[src/rtl/uart_pkg.sv]
`default_nettype none
// ============================================================================
//  Module      : uart_pkg
//  Description : Shared definitions for the parametrised UART receiver:
//                FSM state encodings, parity-mode constants and a parity
//                helper function.
//  Revision    : 1.0  Initial release
// ============================================================================
package uart_pkg;

    // FSM state encoding, also exported on the debug 'state' port.
    localparam logic [2:0] S_IDLE   = 3'd0;
    localparam logic [2:0] S_START  = 3'd1;
    localparam logic [2:0] S_DATA   = 3'd2;
    localparam logic [2:0] S_PARITY = 3'd3;
    localparam logic [2:0] S_STOP   = 3'd4;

    // Parity modes selected by the receiver's PARITY parameter.
    localparam int PAR_NONE = 0;
    localparam int PAR_ODD  = 1;
    localparam int PAR_EVEN = 2;

    // Widest supported data word; narrower words are zero-extended before
    // being passed to parity_of (zero padding does not change the XOR).
    localparam int MAX_DATA_BITS = 9;

    // XOR reduction of a data word: 1 when the word holds an odd number of ones.
    function automatic logic parity_of(input logic [MAX_DATA_BITS-1:0] word);
        return ^word;
    endfunction

endpackage
`default_nettype wire

[src/rtl/uart_baud_tick.sv]
`default_nettype none
// ============================================================================
//  Module      : uart_baud_tick
//  Description : Free-running oversample divider. Counts 0..BAUD_DIV-1 and
//                raises 'tick' for one clk while the count is at its top.
//  Ports       : clk   in   system clock
//                reset in   synchronous active-high reset (count -> 0)
//                tick  out  one-clk pulse every BAUD_DIV clocks
//  Revision    : 1.0  Initial release
// ============================================================================
module uart_baud_tick #(
    parameter int BAUD_DIV = 651
) (
    input  logic clk,
    input  logic reset,
    output logic tick
);

    localparam int                  c_cnt_w = (BAUD_DIV > 1) ? $clog2(BAUD_DIV) : 1;
    localparam logic [c_cnt_w-1:0]  c_last  = c_cnt_w'(BAUD_DIV - 1);

    logic [c_cnt_w-1:0] r_cnt;

    always_ff @(posedge clk) begin
        if (reset) begin
            r_cnt <= '0;
        end else if (r_cnt == c_last) begin
            r_cnt <= '0;
        end else begin
            r_cnt <= r_cnt + 1'b1;
        end
    end

    assign tick = (r_cnt == c_last);

endmodule
`default_nettype wire

[src/rtl/uart_rx_param.sv]
`default_nettype none
// ============================================================================
//  Module      : uart_rx_param
//  Description : Parametrised UART receiver. Two-flop input synchroniser,
//                oversampled mid-bit start validation, configurable data
//                width / parity / stop bits, and a one-entry valid/ready
//                holding register with parity, framing and overrun reporting.
//  Ports       : clk        in   system clock
//                reset      in   synchronous active-high reset
//                rx         in   asynchronous serial input, idle high
//                data_out   out  received word, LSB received first
//                data_valid out  holding register full
//                data_ready in   consumer accepts on data_valid && data_ready
//                parity_err out  parity mismatch for the held word
//                frame_err  out  a stop bit sampled low for the held word
//                overrun    out  one-clk pulse when a completed frame is dropped
//                busy       out  FSM is not idle
//                state      out  current FSM state (debug)
//  Revision    : 1.0  Initial release
// ============================================================================
module uart_rx_param #(
    parameter int BAUD_DIV   = 651,
    parameter int OVERSAMPLE = 16,
    parameter int DATA_BITS  = 8,
    parameter int PARITY     = 0,
    parameter int STOP_BITS  = 1
) (
    input  logic                 clk,
    input  logic                 reset,
    input  logic                 rx,
    output logic [DATA_BITS-1:0] data_out,
    output logic                 data_valid,
    input  logic                 data_ready,
    output logic                 parity_err,
    output logic                 frame_err,
    output logic                 overrun,
    output logic                 busy,
    output logic [2:0]           state
);

    import uart_pkg::*;

    // ------------------------------------------------------------------------
    // Constants
    // ------------------------------------------------------------------------
    localparam int                   c_scnt_w     = $clog2(OVERSAMPLE);
    localparam int                   c_bcnt_w     = $clog2(DATA_BITS);
    // START validates at the middle of the start bit; DATA/PARITY/STOP sample
    // one full bit later each, i.e. in the middle of every following bit.
    localparam logic [c_scnt_w-1:0]  c_half_last  = c_scnt_w'(OVERSAMPLE/2 - 1);
    localparam logic [c_scnt_w-1:0]  c_bit_last   = c_scnt_w'(OVERSAMPLE - 1);
    localparam logic [c_bcnt_w-1:0]  c_last_bit   = c_bcnt_w'(DATA_BITS - 1);
    localparam logic                 c_last_stop  = 1'(STOP_BITS - 1);
    localparam logic                 c_par_expect = (PARITY == PAR_ODD);

    // ------------------------------------------------------------------------
    // Input synchroniser (clears to the idle-high line level)
    // ------------------------------------------------------------------------
    logic r_sync1;
    logic r_sync2;
    logic w_rx_s;

    always_ff @(posedge clk) begin
        if (reset) begin
            r_sync1 <= 1'b1;
            r_sync2 <= 1'b1;
        end else begin
            r_sync1 <= rx;
            r_sync2 <= r_sync1;
        end
    end

    assign w_rx_s = r_sync2;

    // ------------------------------------------------------------------------
    // Oversample tick
    // ------------------------------------------------------------------------
    logic w_tick;

    uart_baud_tick #(
        .BAUD_DIV (BAUD_DIV)
    ) u_baud_tick (
        .clk   (clk),
        .reset (reset),
        .tick  (w_tick)
    );

    // ------------------------------------------------------------------------
    // Receive FSM
    // ------------------------------------------------------------------------
    logic [2:0]              r_state;
    logic [c_scnt_w-1:0]     r_s_cnt;
    logic [c_bcnt_w-1:0]     r_bit_cnt;
    logic [DATA_BITS-1:0]    r_shift;
    logic                    r_perr;
    logic                    r_ferr;
    logic                    r_stop_cnt;
    logic                    r_deliver;
    logic                    w_sample;
    logic [MAX_DATA_BITS-1:0] w_word_ext;

    assign w_sample = (r_s_cnt == c_bit_last);

    generate
        if (DATA_BITS < MAX_DATA_BITS) begin : g_word_pad
            assign w_word_ext = {{(MAX_DATA_BITS-DATA_BITS){1'b0}}, r_shift};
        end else begin : g_word_full
            assign w_word_ext = r_shift;
        end
    endgenerate

    always_ff @(posedge clk) begin
        if (reset) begin
            r_state    <= S_IDLE;
            r_s_cnt    <= '0;
            r_bit_cnt  <= '0;
            r_shift    <= '0;
            r_perr     <= 1'b0;
            r_ferr     <= 1'b0;
            r_stop_cnt <= 1'b0;
            r_deliver  <= 1'b0;
        end else begin
            r_deliver <= 1'b0;
            if (w_tick) begin
                case (r_state)
                    S_IDLE: begin
                        if (!w_rx_s) begin
                            r_state <= S_START;
                            r_s_cnt <= '0;
                        end
                    end

                    S_START: begin
                        if (r_s_cnt == c_half_last) begin
                            if (!w_rx_s) begin
                                // Genuine start bit: clear per-frame status here,
                                // not on delivery, so the previous frame's flags
                                // remain valid until the output stage copies them.
                                r_state    <= S_DATA;
                                r_s_cnt    <= '0;
                                r_bit_cnt  <= '0;
                                r_perr     <= 1'b0;
                                r_ferr     <= 1'b0;
                                r_stop_cnt <= 1'b0;
                            end else begin
                                r_state <= S_IDLE;
                            end
                        end else begin
                            r_s_cnt <= r_s_cnt + 1'b1;
                        end
                    end

                    S_DATA: begin
                        if (w_sample) begin
                            // Right shift: after DATA_BITS samples the first
                            // received bit lands in bit 0.
                            r_shift   <= {w_rx_s, r_shift[DATA_BITS-1:1]};
                            r_s_cnt   <= '0;
                            r_bit_cnt <= r_bit_cnt + 1'b1;
                            if (r_bit_cnt == c_last_bit) begin
                                r_state <= (PARITY != PAR_NONE) ? S_PARITY : S_STOP;
                            end
                        end else begin
                            r_s_cnt <= r_s_cnt + 1'b1;
                        end
                    end

                    S_PARITY: begin
                        if (w_sample) begin
                            r_perr  <= ((parity_of(w_word_ext) ^ w_rx_s) != c_par_expect);
                            r_s_cnt <= '0;
                            r_state <= S_STOP;
                        end else begin
                            r_s_cnt <= r_s_cnt + 1'b1;
                        end
                    end

                    S_STOP: begin
                        if (w_sample) begin
                            if (!w_rx_s) begin
                                r_ferr <= 1'b1;
                            end
                            r_s_cnt <= '0;
                            if (r_stop_cnt == c_last_stop) begin
                                // Return to idle on the sampling tick so a start
                                // edge in the second half of the stop bit is seen.
                                r_deliver <= 1'b1;
                                r_state   <= S_IDLE;
                            end else begin
                                r_stop_cnt <= 1'b1;
                            end
                        end else begin
                            r_s_cnt <= r_s_cnt + 1'b1;
                        end
                    end

                    default: begin
                        r_state <= S_IDLE;
                    end
                endcase
            end
        end
    end

    // ------------------------------------------------------------------------
    // Output holding register
    // ------------------------------------------------------------------------
    // r_shift/r_perr/r_ferr are stable on the clk after r_deliver: the next
    // tick (and so the next FSM update) is at least two clocks away.
    logic [DATA_BITS-1:0] r_data_out;
    logic                 r_data_valid;
    logic                 r_parity_err;
    logic                 r_frame_err;
    logic                 r_overrun;
    logic                 w_accept;

    assign w_accept = r_data_valid & data_ready;

    always_ff @(posedge clk) begin
        if (reset) begin
            r_data_out   <= '0;
            r_data_valid <= 1'b0;
            r_parity_err <= 1'b0;
            r_frame_err  <= 1'b0;
            r_overrun    <= 1'b0;
        end else begin
            r_overrun <= 1'b0;
            if (r_deliver) begin
                if (!r_data_valid || w_accept) begin
                    r_data_out   <= r_shift;
                    r_parity_err <= r_perr;
                    r_frame_err  <= r_ferr;
                    r_data_valid <= 1'b1;
                end else begin
                    // Holding register still owned by the consumer: the new
                    // frame is dropped and the held word is left untouched.
                    r_overrun <= 1'b1;
                end
            end else if (w_accept) begin
                r_data_valid <= 1'b0;
            end
        end
    end

    assign data_out   = r_data_out;
    assign data_valid = r_data_valid;
    assign parity_err = r_parity_err;
    assign frame_err  = r_frame_err;
    assign overrun    = r_overrun;
    assign busy       = (r_state != S_IDLE);
    assign state      = r_state;

endmodule
`default_nettype wire

[config.mk]
export PLATFORM = sky130hd
export DESIGN_NAME = uart_rx_param
export DESIGN_NICKNAME = d
export VERILOG_FILES = /design/src/rtl/uart_pkg.sv /design/src/rtl/uart_baud_tick.sv /design/src/rtl/uart_rx_param.sv
export SDC_FILE = /design/constraint.sdc
export NUM_CORES = 1
export LEC_CHECK = 0
export ABC_AREA = 1
export BUFFER_PORTS_ARGS = -buffer_cell sky130_fd_sc_hd__buf_2
export CORE_ASPECT_RATIO = 1.4
export CORE_UTILIZATION = 45
export DETAILED_ROUTE_END_ITERATION = 10
export HOLD_SLACK_MARGIN = 0.1
export PLACE_DENSITY = 0.69
export SYNTH_ARGS = -nofsm -noshare
export SYNTH_HDL_FRONTEND = slang
export SYNTH_HIERARCHICAL = 1
export SYNTH_SLANG_ARGS = --single-unit
[constraint.sdc]
create_clock -name clk -period 1.7 [get_ports clk]
set_clock_uncertainty 0.2 [all_clocks]
set_input_delay 0.085 -clock clk [delete_from_list [all_inputs] [get_ports clk]]
set_output_delay 0.085 -clock clk [all_outputs]
set_load 0.02 [all_outputs]
==> results of run 1 <==
[cells by family after synthesis]
kind of cell / count (synthesis) / share of synthesized area
AND/OR/NAND/NOR: 146 / 0.2990
AO/OA/AOI/OAI: 66 / 0.1574
buffers and inverters: 57 / 0.09750
adder cells (fa/ha/maj): 5 / 0.02723
flip-flops: 45 / 0.3922
XOR/XNOR: 7 / 0.02669
[cells in the mapped netlist, drive strengths merged, types with 2 or more instances]
cell / instances
a21oi: 35
buf: 3
clkbuf: 2
dfxtp: 45
ha: 5
inv: 52
nand2: 82
nand3: 20
nor2: 34
nor3: 5
o21ai: 29
or2: 2
xnor2: 3
xor2: 4
[worst max-delay path by stage]
stage | startpoint | endpoint | slack (ps)
after floorplan | u_baud_tick/r_cnt[0]$_SDFF_PP0_ | r_shift[5]$_SDFFE_PP0P_ | -2
after CTS | u_baud_tick/r_cnt[0]$_SDFF_PP0_ | state[2]$_SDFFE_PP0P_ | -80
final | u_baud_tick/r_cnt[0]$_SDFF_PP0_ | state[2]$_SDFFE_PP0P_ | -40
after global placement | u_baud_tick/r_cnt[0]$_SDFF_PP0_ | r_shift[7]$_SDFFE_PP0P_ | -70
after detailed placement | data_valid$_SDFFE_PP0P_ | data_out[2]$_SDFFE_PP0P_ | -130
after global routing | u_baud_tick/r_cnt[0]$_SDFF_PP0_ | state[2]$_SDFFE_PP0P_ | -130
[layer usage]
layer	part of all wire	up-vias
met4	0.019	0
met1	0.44	957
met2	0.51	31
met3	0.028	9
li1	-	1118
met5	0	-
[worst register-to-register path: cells and delay by family (launching register included)]
kind,cells,cell delay (ps)
AND/OR/NAND/NOR,6,440
adder cells (fa/ha/maj),1,110
AO/OA/AOI/OAI,2,250
buffers and inverters,4,300
flip-flops,1,330
[per-stage QoR]
stage	instances	hold WS, ps	setup TNS (ps)	worst slack (ps)
floorplan	326	-11.19	-1.939	-1.939
global placement	420	85.04	-973.4	-72.37
detailed placement	420	74.16	-1933	-128.1
CTS	433	214.4	-603.2	-75.97
global route	436	220.1	-1515	-134.6
finish	436	212.6	-108.9	-43.94
[sequential cells by signal, summed over array words and instances (netlist names)]
register	cells
r_sync1	1
r_shift	8
u_baud_tick/r_cnt	10
r_sync2	1
r_s_cnt	4
r_perr	1
r_ferr	1
data_valid	1
parity_err	1
overrun	1
r_deliver	1
frame_err	1
state	3
data_out	8
r_bit_cnt	3
[layout make-up]
| class | instances | area [um^2] | area share |
|---|---|---|---|
| multi-input cells | 225 | 1280 | 0.4521 |
| inverters | 52 | 200.2 | 0.07070 |
| clock inverters | 2 | 15.01 | 0.005303 |
| flip-flops and latches | 45 | 905.9 | 0.3199 |
| repair buffers | 42 | 277.8 | 0.09810 |
| clock buffers | 6 | 72.57 | 0.02563 |
| well taps | 64 | 80.08 | 0.02828 |
[power by group through the flow]
stage                     clock network [mW]  logic (mW)  registers [mW]
after floorplan                            0      0.0359            1.10
after global placement                     0      0.0628            1.09
after detailed placement                   0      0.0629            1.09
after CTS                              0.698      0.0708            1.07
after global routing                   0.727      0.0802            1.07
final                                  0.666      0.0729            1.07
[repair_timing]
item / 4_1_cts / 5_1_grt
endpoints found under the setup margin: 27 / 25
setup buffers: 0 / 3
resized for setup: 8 / 25
pin swaps: 11 / 4
cloned: 1 / 0
endpoints found under the hold margin: 11 / 0
hold buffers: 4 / 0
==> reports/results.ini, run 1 <==
[status]
violations=negative setup slack
status=finished, violations left

[floorplanning]
boundaryPins=20
dieArea_um2=5399
die_width_um=62.39
row_count=30
fp.coreArea_um2=4880
initial_core_util=0.4708
dieHeight_um=86.54

[logic_synthesis]
async_flop_share=0
synth_cell_types=31
synth_top_area_frac=0.3922
ys_ff_latch=45
yosysWarnings=6
synth_edf_count=0
synth.avg_cell_area_um2=7.047
mappedNetlistNets=335
synth_area_leaders=dfxtp_1 39%, nand2_1 13%, inv_1 7.7%
yosysTopAreaCell=dfxtp_1
synth_flop_cell=dfxtp_1
syn_area_um2=2297
ys_seq_area_frac=0.3922
syn_inst=326

[power_and_ir_drop]
p_seq_frac=0.591
powerDensity_nw_per_um2=638.5
irDropWorstVdd_mv=0.6045
p_sw_mw=0.4223
switching_share=0.2336
power_mw=1.808
pwr-share-comb=0.040
p_int_mw=1.386
leakagePower_nw=1.251
p_clk_frac=0.368

[worst_setup_path]
slowest_stage=dfxtp_2
path_buf_inv=4
cpMostUsedCell=inv_2
crit_cells=13
cp-start-kind=flip-flop
critPathKind=reg2reg
r2r_setup_slack_ps=-40
cp.arrival_ps=1740
crit_family=simple AND/OR/NAND/NOR gates
crit_required_ps=1700
r2r-start=u_baud_tick/r_cnt[0]$_SDFF_PP0_
end_kind=flip-flop
crit_fanout=4
cp_slowest_stage_delay_ps=330
r2r_end=state[2]$_SDFFE_PP0P_
rr_worst_depth=13
cp_cell_sequence=inv_2 > ha_4 > nand2_2 > nor2_2 > nand3_2 > inv_2 > inv_4 > a21oi_4 > nand2_4 > nor2_4 > inv_2 > a21oi_2 > nor2_1

[global_routing]
top_usage_layer=met2
grt_pass1_vias=1956
grt_util_met1=0.2176
antenna_found_initial=0
grt_overflow_total=0
grt_usage=0.1921
use_met2=0.3526
grt_pass1_wl_um=8273
grt_start_max_net_pins=25
met3_usage=0.03684

[routing]
routed_wl_um=4825
detail_route.wl_per_cell_um=11.07
drc=0
drtPass1Iterations=4
via_count=2115
final_antenna_net_count=0
viasPerCell=4.851
drt_iter0_markers=52

[final_layout]
synthToLayoutAreaGrowth_pct=23.26
fin_area_um2=2831
diodes=0
final_util=0.5803
nNetsFinal=380
layout_commonest_cell=nand2_1
drive_gt1_frac=0.2796
final_cell_mix=73 x nand2_1, 42 x inv_1, 41 x dfxtp_1
final.fill_count=496

[job]
drv_cap=0

[cts]
cts_buffers=5
clkLatencyLatePin_ps=310
clock-root-buffer=clkbuf_8
cts.path.max_buffers=2
cts_tree=built
cts.sinks=45
cts.clk_slew.worst_paths_ps=90
htreeDepth=2

[sta]
finalSetupViolations=5
drv_slew=0
rsz0062_at_grt=true
worst_slack_ps=-43.94
fmax_mhz=573.4
tightest_slew_ps=394.1
min_period_ps=1744
finalCritPeriodShare=1.026
slew-limit-headroom=0.7355
finalHoldViolCount=0

[placement]
post_dp_cell_area_um2=2584
place.gp.congestion=0.8432
place_hpwl_um=3348
numPortBuffers=19

[worst_hold_path]
min_from=r_sync1$_SDFF_PP1_
hold_class=reg2reg
hold_depth=1
min_to=r_sync2$_SDFF_PP1_

No activity file was read; power rests on OpenSTA's default activity.
==> run 2: changes to the inputs <==
Settings changed: PLACE_DENSITY 0.69 to 0.65.
==> reports/results.ini, run 2 (synthesized netlist as in run 1, its figures left out) <==
[sta]
fin_setup_tns_ps=-20.53
hold_ws_ps=227.1
finalSetupViolations=2
drv_slew=0
min_period_ps=1711
finalHoldViolCount=0
worst_slack_ps=-10.86
finalCritPeriodShare=1.006
rsz0062_at_grt=true
fmax_mhz=584.5
slew-limit-headroom=0.7387
tightest_slew_ps=389.3

[routing]
drc=0
drt_iter0_markers=54
via_count=2158
final_antenna_net_count=0
routed_wl_um=4909
detail_route.wl_per_cell_um=11.11
drtPass1Iterations=4
viasPerCell=4.882

[status]
violations=negative setup slack
status=finished, violations left

[power_and_ir_drop]
p_sw_mw=0.4127
p_int_mw=1.686
p_clk_frac=0.451
leakagePower_nw=1.315
irDropWorstVdd_mv=0.4658
switching_share=0.1967
powerDensity_nw_per_um2=709.8
p_seq_frac=0.509
pwr-share-comb=0.039

[floorplanning]
dieHeight_um=86.54
row_count=30
boundaryPins=20
dieArea_um2=5399
initial_core_util=0.4708
die_width_um=62.39
fp.coreArea_um2=4880

[worst_setup_path]
endpoint=state[1]$_SDFFE_PP0P_
crit_path_start=u_baud_tick/r_cnt[0]$_SDFF_PP0_
crit_fanout=4
cp-start-kind=flip-flop
critPathKind=reg2reg
cp.arrival_ps=1690
end_kind=flip-flop
r2r-start=u_baud_tick/r_cnt[0]$_SDFF_PP0_
r2r_end=state[1]$_SDFFE_PP0P_
r2r_setup_slack_ps=-10
rr_worst_depth=13
crit_required_ps=1680

[cts]
cts.sinks=45
cts.clk_slew.worst_paths_ps=90
cts_buffers=5
clock-root-buffer=clkbuf_8
htreeDepth=2
cts.path.max_buffers=2
cts_tree=built
clkLatencyLatePin_ps=300

[final_layout]
synthToLayoutAreaGrowth_pct=28.70
multi_input_area_um2=1292
largest_reg_flops=10
nNetsFinal=386
final.fill_count=472
top_register=u_baud_tick/r_cnt
drive_gt1_frac=0.2857
layout_commonest_cell=nand2_1
seq_area_um2=907.1
final_cell_mix=73 x nand2_1, 42 x inv_1, 40 x dfxtp_1
diodes=0

[job]
drv_cap=0

[worst_hold_path]
hold_class=reg2reg

[global_routing]
antenna_found_initial=0
grt_pass1_vias=2069
grt_usage=0.2040
grt_overflow_total=0
grt_pass1_wl_um=8769
grt_start_max_net_pins=20

[placement]
place_hpwl_um=3468
place.gp.congestion=0.8025
numPortBuffers=19

[run 2: changes by cell type in the layout (fill, tap and decap cells not counted), sizes merged]
| cell | previous run | this run |
|---|---|---|
| clkbuf | 6 | 5 |
| clkinvlp | 2 | 0 |
| clkinv | 0 | 1 |
| bufinv | 0 | 2 |
| buf | 38 | 41 |
| dlygate4sd3 | 4 | 7 |
[run 2: power groups by stage]
stage / sequential [mW] / combinational, mW / clock (mW)
after global placement: 1.09 / 0.0656 / 0
after global routing: 1.07 / 0.0938 / 1.01
final: 1.07 / 0.0826 / 0.947
after CTS: 1.07 / 0.0796 / 0.972
after floorplan: 1.10 / 0.0359 / 0
after detailed placement: 1.09 / 0.0662 / 0
[run 2: worst min path at each step]
| stage | start | endpoint | slack, ps | cells past startpoint |
|---|---|---|---|---|
| floorplan | rx | r_sync1$_SDFF_PP1_ | -10 | 1 |
| global placement | rx | r_sync1$_SDFF_PP1_ | 80 | 2 |
| detailed placement | rx | r_sync1$_SDFF_PP1_ | 90 | 2 |
| CTS | r_sync1$_SDFF_PP1_ | r_sync2$_SDFF_PP1_ | 230 | 1 |
| global route | r_sync1$_SDFF_PP1_ | r_sync2$_SDFF_PP1_ | 250 | 1 |
| finish | r_sync1$_SDFF_PP1_ | r_sync2$_SDFF_PP1_ | 230 | 1 |
[run 2: final cells by class]
| class | instances | area share |
|---|---|---|
| inverter | 52 | 0.06771 |
| tap | 64 | 0.02708 |
| multi-input combinational | 225 | 0.4372 |
| timing repair buffer | 48 | 0.1160 |
| clock buffer | 5 | 0.02328 |
| clock inverter | 3 | 0.02201 |
| sequential | 45 | 0.3068 |
[run 2: metrics by stage]
stage | instance area [um^2] | power (mW) | util | instances | setup WS, ps
3_3_place_gp | 2606 | 1.159 | 0.5341 | 423 | -85.07
2_1_floorplan | 2317 | 1.132 | - | 326 | -1.939
6_report | 2957 | 2.099 | 0.6059 | 442 | -10.86
4_1_cts | 2831 | 2.120 | 0.5803 | 439 | -79.61
3_5_place_dp | 2606 | 1.159 | 0.5341 | 423 | -160.7
5_1_grt | 2957 | 2.178 | 0.6059 | 442 | -131.4
[run 2: timing repair]
item	CTS	global route
gates resized for setup	6	32
gates cloned	1	0
buffers inserted	0	3
hold buffers	7	0
endpoints found under the setup margin	26	23
pin swaps	9	7
hold endpoints to repair	18	0
[run 2: critical path, stage by stage (launching register included)]
cell and delay (ps):
dfxtp_2 330, inv_2 50, ha_4 120, nand2_2 40, nor2_2 80, nand3_2 80
inv_2 110, inv_4 60, a21oi_4 140, nand2_4 70, nor2_4 110, inv_2 60
nand2_1 70, a21oi_2 50
[run 2: routing by layer]
layer	part of all wire	up-vias	wire [um]	global-route usage
met5	0	-	0	0
met4	0.016	0	80	0.09091
met3	0.022	6	107	0.04079
met2	0.51	18	2485	0.3766
met1	0.46	995	2235	0.2251
li1	-	1139	-	-
==> run 3: changes to the inputs <==
Settings changed: CORE_MARGIN set to 2, RECOVER_POWER set to 25.
==> reports/results.ini, run 3 (synthesized netlist as in run 1, its figures left out) <==
[placement]
place_hpwl_um=3541
numPortBuffers=19
place.gp.congestion=0.8709
post_dp_cell_area_um2=2606
dp_slack_ps=-135.9

[worst_setup_path]
critPathKind=reg2reg
cp_cell_sequence=inv_2 > ha_4 > nand2_2 > nor2_2 > nand3_2 > inv_2 > inv_4 > nor2_4 > inv_4 > nor2_8 > o21ai_1 > a21oi_1
cp.arrival_ps=1750
end_kind=flip-flop
slowest_stage=dfxtp_2
crit_fanout=8
crit_required_ps=1730
cp-start-kind=flip-flop
cp_slowest_stage_delay_ps=330

[sta]
fin_setup_tns_ps=-41.16
finalHoldViolCount=0
fmax_mhz=582.6
slew-limit-headroom=0.7409
min_period_ps=1716
finalCritPeriodShare=1.010
tightest_slew_ps=387.7
hold_ws_ps=214.0
rsz0062_at_grt=true
drv_slew=0
worst_slack_ps=-16.31
finalSetupViolations=4

[cts]
htreeDepth=2
clock-root-buffer=clkbuf_8
cts.sinks=45
cts.path.max_buffers=2
cts_tree=built
cts_buffers=5
cts.clk_slew.worst_paths_ps=80
clkLatencyLatePin_ps=290

[final_layout]
synthToLayoutAreaGrowth_pct=25.11
largest_reg_flops=10
top_register=u_baud_tick/r_cnt
diodes=0
fin_area_um2=2874
final_cell_mix=73 x nand2_1, 43 x inv_1, 39 x dfxtp_1
layout_commonest_cell=nand2_1
drive_gt1_frac=0.2601
nNetsFinal=382

[routing]
drc=0
drtPass1Iterations=4
routed_wl_um=4910
via_count=2113
final_antenna_net_count=0
viasPerCell=4.835
drt_iter0_markers=78
detail_route.wl_per_cell_um=11.24

[floorplanning]
initial_core_util=0.4708
dieArea_um2=5701
die_width_um=64.39
dieHeight_um=88.54
boundaryPins=20
fp.coreArea_um2=4880
row_count=30

[power_and_ir_drop]
powerDensity_nw_per_um2=668.6
leakagePower_nw=1.247
irDropWorstVdd_mv=0.3834
power_mw=1.922

[global_routing]
grt_overflow_total=0
grt_util_met1=0.2124
grt_usage=0.1902
use_met2=0.3532
grt_start_max_net_pins=26
antenna_found_initial=0
top_usage_layer=met2
grt_pass1_wl_um=8556
grt_pass1_vias=2062
met3_usage=0.03817

[status]
status=finished, violations left
violations=negative setup slack

[worst_hold_path]
hold_class=reg2reg

[job]
drv_cap=0

==> run 3: cell count changes in the layout (fill, tap and decap cells not counted), sizes merged <==
cell	previous run	this run
buf	41	31
bufinv	2	1
clkbuf	5	14
dlygate4sd3	7	4
==> run 3: repair_timing <==
action	4_1_cts	5_1_grt
hold buffers	4	0
gates cloned	1	0
endpoints found under the hold margin	10	0
pin swaps	11	5
endpoints found under the setup margin	26	24
resized for setup	11	29
setup buffers	2	0
==> run 3: area by class of cell <==
class,instances,area (um^2)
fill,496,2006
multi-input combinational,225,1294
sequential,45,908.4
timing repair buffer,44,287.8
inverter,52,200.2
tap,64,80.08
clock buffer,5,68.82
clock inverter,2,35.03
==> run 3: path summary, 6_finish.rpt <==
| check | from | endpoint | slack [ps] | cells past startpoint |
|---|---|---|---|---|
| setup / recovery | u_baud_tick/r_cnt[0]$_SDFF_PP0_ | r_shift[4]$_SDFFE_PP0P_ | -20 | 12 |
| hold / removal | r_sync1$_SDFF_PP1_ | r_sync2$_SDFF_PP1_ | 210 | 1 |
| setup reg to reg | u_baud_tick/r_cnt[0]$_SDFF_PP0_ | r_shift[4]$_SDFFE_PP0P_ | -20 | 12 |
| hold reg to reg | r_sync1$_SDFF_PP1_ | r_sync2$_SDFF_PP1_ | 210 | 1 |
==> run 3: worst max-delay path: cells and delay by family (launching register included) <==
family / cells / cell delay (ps)
AO/OA/AOI/OAI: 2 / 220
flip-flops: 1 / 330
buffers and inverters: 4 / 280
adder cells (fa/ha/maj): 1 / 110
AND/OR/NAND/NOR: 5 / 510
==> run 3: per-layer routing <==
metal  up-vias  wire [um]
met5         -          0
met4         0         95
met3         9        122
met2        29       2584
met1       955       2107
li1       1120          -
==> run 3: power breakdown <==
| part | switching, mW | leakage [nW] | internal, mW |
|---|---|---|---|
| combinational | 0.0409 | 0.827 | 0.0359 |
| clock | 0.349 | 0.0540 | 0.427 |
| sequential | 0.00700 | 0.366 | 1.06 |
==> run 3: metrics by stage <==
| stage | utilization | instances |
|---|---|---|
| final | 0.5890 | 437 |
| after global routing | 0.5890 | 437 |
| after CTS | 0.5738 | 437 |
| after detailed placement | 0.5341 | 423 |
| after global placement | 0.5341 | 423 |
| after floorplan | - | 326 |
